**src/rtl/iob_soc_ext_mem_preload.sv**
```systemverilog
// Boot-time ROM-to-RAM image preloader that owns the external RAM port until the copy
// finishes, then passes the SoC memory bus straight through to the RAM.
module iob_soc_ext_mem_preload #(
    parameter int DATA_W     = 32,
    parameter int ROM_ADDR_W = 10,
    parameter int RAM_ADDR_W = 13,
    parameter int ROM_BASE   = 0,
    parameter int RAM_BASE   = 0,
    parameter int COPY_LEN   = 1024,
    parameter int AUTO_START = 1
) (
    input  logic                  clk_i,
    input  logic                  cke_i,
    input  logic                  arst_i,
    input  logic                  start_i,
    output logic                  busy_o,
    output logic                  done_o,
    output logic                  soc_hold_o,
    output logic [1:0]            dbg_state_o,
    output logic                  rom_en_o,
    output logic [ROM_ADDR_W-1:0] rom_addr_o,
    input  logic [DATA_W-1:0]     rom_r_data_i,
    input  logic                  soc_r_en_i,
    input  logic [RAM_ADDR_W-1:0] soc_r_addr_i,
    input  logic [DATA_W-1:0]     soc_w_data_i,
    input  logic [DATA_W/8-1:0]   soc_w_strb_i,
    input  logic [RAM_ADDR_W-1:0] soc_w_addr_i,
    output logic [DATA_W-1:0]     soc_r_data_o,
    output logic                  ram_r_en_o,
    output logic [RAM_ADDR_W-1:0] ram_r_addr_o,
    output logic [DATA_W-1:0]     ram_w_data_o,
    output logic [DATA_W/8-1:0]   ram_w_strb_o,
    output logic [RAM_ADDR_W-1:0] ram_w_addr_o,
    input  logic [DATA_W-1:0]     ram_r_data_i
);

    typedef enum logic [1:0] {
        ST_START = 2'd0,
        ST_COPY  = 2'd1,
        ST_PASS  = 2'd2
    } state_t;

    // One extra bit so the phase counter can reach COPY_LEN = 2^ROM_ADDR_W.
    localparam int PW = ROM_ADDR_W + 1;
    localparam logic [PW-1:0] LEN_P = PW'(COPY_LEN);
    localparam logic [PW-1:0] ONE_P = PW'(1);
    localparam state_t RST_STATE = (AUTO_START != 0) ? ST_START : ST_PASS;
    localparam logic RST_HOLD = (AUTO_START != 0);
    localparam logic [ROM_ADDR_W-1:0] ROM_BASE_A = ROM_ADDR_W'(ROM_BASE);
    localparam logic [RAM_ADDR_W-1:0] RAM_BASE_A = RAM_ADDR_W'(RAM_BASE);

    state_t          state_q, state_d;
    logic [PW-1:0]   p_q, p_d;
    logic            done_q, done_d;
    logic            busy_q, busy_d;
    logic            hold_q, hold_d;

    logic                  in_copy;
    logic                  in_pass;
    logic                  copy_rd;
    logic                  copy_wr;
    logic [RAM_ADDR_W-1:0] copy_w_addr;

    always_comb begin
        state_d = state_q;
        p_d     = p_q;
        done_d  = done_q;
        case (state_q)
            ST_START: begin
                p_d = '0;
                if (COPY_LEN == 0) begin
                    state_d = ST_PASS;
                    done_d  = 1'b1;
                end else begin
                    state_d = ST_COPY;
                end
            end
            ST_COPY: begin
                if (p_q == LEN_P) begin
                    state_d = ST_PASS;
                    done_d  = 1'b1;
                end else begin
                    p_d = p_q + ONE_P;
                end
            end
            ST_PASS: begin
                if (start_i) begin
                    state_d = ST_START;
                    done_d  = 1'b0;
                end
            end
            default: state_d = RST_STATE;
        endcase
        busy_d = (state_d == ST_COPY);
        hold_d = (state_d != ST_PASS);
    end

    always_ff @(posedge clk_i or posedge arst_i) begin
        if (arst_i) begin
            state_q <= RST_STATE;
            p_q     <= '0;
            done_q  <= 1'b0;
            busy_q  <= 1'b0;
            hold_q  <= RST_HOLD;
        end else if (cke_i) begin
            state_q <= state_d;
            p_q     <= p_d;
            done_q  <= done_d;
            busy_q  <= busy_d;
            hold_q  <= hold_d;
        end
    end

    assign busy_o      = busy_q;
    assign done_o      = done_q;
    assign soc_hold_o  = hold_q;
    assign dbg_state_o = state_q;

    // Copy pipeline: word p is read while word p-1 (held in the ROM output
    // register) is written; both sides freeze while cke_i is low.
    assign in_copy     = (state_q == ST_COPY);
    assign in_pass     = (state_q == ST_PASS);
    assign copy_rd     = in_copy && cke_i && (p_q < LEN_P);
    assign copy_wr     = in_copy && cke_i && (p_q != '0);
    assign copy_w_addr = RAM_BASE_A + RAM_ADDR_W'(p_q - ONE_P);

    assign rom_en_o   = copy_rd;
    assign rom_addr_o = ROM_BASE_A + p_q[ROM_ADDR_W-1:0];

    assign ram_r_en_o   = in_pass && soc_r_en_i;
    assign ram_r_addr_o = in_pass ? soc_r_addr_i : '0;
    assign ram_w_data_o = in_pass ? soc_w_data_i : (in_copy ? rom_r_data_i : '0);
    assign ram_w_strb_o = in_pass ? soc_w_strb_i : (copy_wr ? '1 : '0);
    assign ram_w_addr_o = in_pass ? soc_w_addr_i : (in_copy ? copy_w_addr : '0);
    assign soc_r_data_o = in_pass ? ram_r_data_i : '0;

endmodule

```
**config.mk**
```make
export PLATFORM = sky130hd
export DESIGN_NAME = iob_soc_ext_mem_preload
export DESIGN_NICKNAME = d
export VERILOG_FILES = /design/src/rtl/iob_soc_ext_mem_preload.sv
export SDC_FILE = /design/constraint.sdc
export NUM_CORES = 1
export LEC_CHECK = 0
export ABC_AREA = 1
export CAP_MARGIN = 20
export CORE_AREA = 2 2 94 96
export DETAILED_ROUTE_END_ITERATION = 10
export DIE_AREA = 0 0 96 98
export MAX_ROUTING_LAYER = met4
export PLACE_DENSITY_LB_ADDON = 0.05
export RECOVER_POWER = 25
export REMOVE_ABC_BUFFERS = 1
export SYNTH_ARGS = -nofsm -noshare
export SYNTH_HDL_FRONTEND = slang
export SYNTH_SLANG_ARGS = --single-unit
```
**constraint.sdc**
```tcl
create_clock -name clk_i -period 2.4 [get_ports clk_i]
set_input_delay 0.72 -clock clk_i [delete_from_list [all_inputs] [get_ports clk_i]]
set_output_delay 0.72 -clock clk_i [all_outputs]
set_load 0.01 [all_outputs]
```
==> metrics <==
Final Max Tran Viols 0; Yosys warnings 0; final setup violation count 0; Slew HR 0.573; hold endpoint soc_hold_o$_DFFE_PP1P_; Worst EP required 1680 ps; Starting Density 0.253; min cycle time layout 2390 ps; RSZ-0062 raised after global routing true; Slowest cell on crit path dfrtp_1; die extent in x 96 um; clk_skew 1.78 ps; FF-to-FF Start p_q[0]$_DFFE_PP0P_; Netlist Area Pre-Place 2140 um2; commonest cells after routing, fill and taps aside 137 x clkdlybuf4s50_1, 80 x dlygate4sd2_1, 73 x nand2_1; FP Rows 34; largest net degree at the start of global routing 37; Slew @ Worst Pin 639 ps; most common cell after layout, fill and taps aside clkdlybuf4s50_1; grt total ovfl 0; overall routing resource usage 0.236; nets 765; global-route wire length before repair 16700 um; Initial DRC Count 97; CTS Buf Count 3; Worst EP arrival 1670 ps; VDD IR-drop max 0.000339 V; CTS Sinks 16; Final Hold Vio Count 0; die area 9410 um2; pwr/cell area 403 nW/um2; FF-to-FF setup slack 440 ps; total wire length 11300 um; core footprint 8470 um2; H-tree depth 1; DRT Pass-1 Iters 4; antenna cells 0; static leakage 2.70 nW; Longest Clk Path Bufs 2; crit end category primary output; I/O pin total 242; drc violations 0; Hold Crit Depth 2; Avg Synthesized Cell Area 5.90 um2; sequential area share after synthesis 0.187; Synth Instances 363; CP Class reg -> out; hold path startpoint soc_hold_o$_DFFE_PP1P_; CTS clk-pin slew, worst paths 70 ps; Finished Cell Area 4930 um2; die height 98 um; RR Endpoint p_q[4]$_DFFE_PP0P_; share of cells above drive strength 1 0.166; Hold Crit Class reg -> reg; WL per Instance 15.3 um; CTS Hold Buffers Added 0; via density per instance 4.47; input/output buffers 241; fmax 419 MHz; Reg2Reg Depth 11; Synth Register Bits 16; Clk Latency, worst-skew pair 250 ps; Root Buffer clkbuf_8; Final ANT Viol Nets 0; Detail Placement HPWL 9780 um; CTS tree done; initial antenna violation count 0; vias in the first global route 3203; Vias 3301; Cell variety after synth 34; Placement Cell Area 4890 um2; Max-Cap Viols 0; status finished clean; Worst Hold Margin 493 ps; critical path fanouts, max 3; final RePlAce weighted congestion 0.837; Critical Path Source Type register; area grow syn2layout 130%; final setup margin 11.2 ps; cell mode on critical path buf_6; Final Cycle Share 0.995; total negative slack 0 ps; worst path cell trace inv_2 > ha_4 > nand3_4 > nor2_4 > nand4_1 > nand3_2 > buf_6 > nand2_4 > buf_6; Tot Pwr 0.00199 W; largest stage delay on the critical path 390 ps; worst slack, placed -373 ps
power breakdown:
group / internal, W / total (W) / switching [W]
clock: 0.000118 / 0.000216 / 0.0000979
combinational: 0.000804 / 0.00145 / 0.000648
sequential: 0.000297 / 0.000320 / 0.0000230
total: 0.00122 / 0.00199 / 0.000769
final cells by class:
cell class	instances	area, um2
fill	872	3530
timing repair buffer	295	2740
multi-input combinational	251	1370
sequential	16	402
inverter	65	249
tap	108	135
clock buffer	4	45.0
flip-flops by register name (all words and copies together), names as in the netlist:
name,count
p_q,11
dbg_state_o,2
busy_o,1
done_o,1
soc_hold_o,1
worst max-delay path by stage:
stage	start	end	slack [ps]	depth (start not counted)
after floorplan	dbg_state_o[0]$_DFFE_PP0P_	ram_w_addr_o[10]	-520	5
after global placement	cke_i	ram_w_strb_o[0]	-340	4
after detailed placement	cke_i	ram_w_strb_o[0]	-370	4
after CTS	p_q[1]$_DFFE_PP0P_	ram_w_strb_o[0]	3	9
after global routing	p_q[0]$_DFFE_PP0P_	ram_w_strb_o[2]	-90	9
final	p_q[0]$_DFFE_PP0P_	ram_w_strb_o[0]	10	9
worst max-delay path, delay by kind of cell, from the launching register on:
kind | cells | cell delay, ps
adder cells (fa/ha/maj) | 1 | 160
buffers and inverters | 3 | 320
flip-flops | 1 | 390
AND/OR/NAND/NOR | 5 | 550
routing by layer:
layer / track usage / share of wire
met5: - / 0
met4: 0.0736 / 0.025
met3: 0.0355 / 0.064
met2: 0.396 / 0.49
met1: 0.287 / 0.42
through the flow:
stage	util	cells
floorplan	-	332
global placement	0.577	728
detailed placement	0.577	728
CTS	0.575	738
global route	0.583	739
finish	0.583	739
Yosys cell counts:
| library cell | count | area share |
|---|---|---|
| nand2_1 | 76 | 0.13 |
| nor2_1 | 69 | 0.12 |
| inv_1 | 60 | 0.11 |
| a22o_1 | 32 | 0.13 |
| nand3_1 | 24 | 0.056 |
| dfrtp_1 | 15 | 0.18 |
| buf_4 | 11 | 0.039 |
| o21ai_0 | 10 | 0.023 |
| clkbuf_1 | 7 | 0.012 |
| buf_2 | 6 | 0.014 |
| a21oi_1 | 5 | 0.012 |
| buf_1 | 4 | 0.0070 |
| inv_2 | 4 | 0.0070 |
| nand2_2 | 4 | 0.012 |
| nand3_2 | 4 | 0.019 |
| nand4_1 | 4 | 0.012 |
| o21ai_1 | 4 | 0.0093 |
| buf_6 | 3 | 0.016 |
| xor2_1 | 3 | 0.012 |
| ha_1 | 2 | 0.012 |
| nor2_2 | 2 | 0.0058 |
| o21ai_2 | 2 | 0.0082 |
| a22oi_1 | 1 | 0.0035 |
| a32o_1 | 1 | 0.0047 |
| clkinv_4 | 1 | 0.0041 |
| dfstp_2 | 1 | 0.012 |
| nand2_4 | 1 | 0.0053 |
| nand3_4 | 1 | 0.0082 |
| nor2_4 | 1 | 0.0053 |
| nor3_1 | 1 | 0.0023 |
| nor3_2 | 1 | 0.0047 |
| nor3b_1 | 1 | 0.0035 |
| o211ai_1 | 1 | 0.0035 |
| or2_2 | 1 | 0.0029 |
logic make-up (layout without fill, tap and decap cells):
group	after synthesis	count (layout)	share of synthesized area
simple gates	190	190	0.390
buf+inv	96	364	0.204
compound gates	56	56	0.195
flops	16	16	0.187
xor+xnor	3	3	0.0123
fa+ha+maj	2	2	0.0117
repair_timing:
| action | 4_1_cts | 5_1_grt |
|---|---|---|
| setup endpoints to repair | 96 | 39 |
| buffers inserted | 6 | 1 |
| pin swaps | 8 | 4 |
| gates resized for setup | 139 | 40 |
| gates cloned | 0 | 0 |
(Power assumes the default switching activity.)
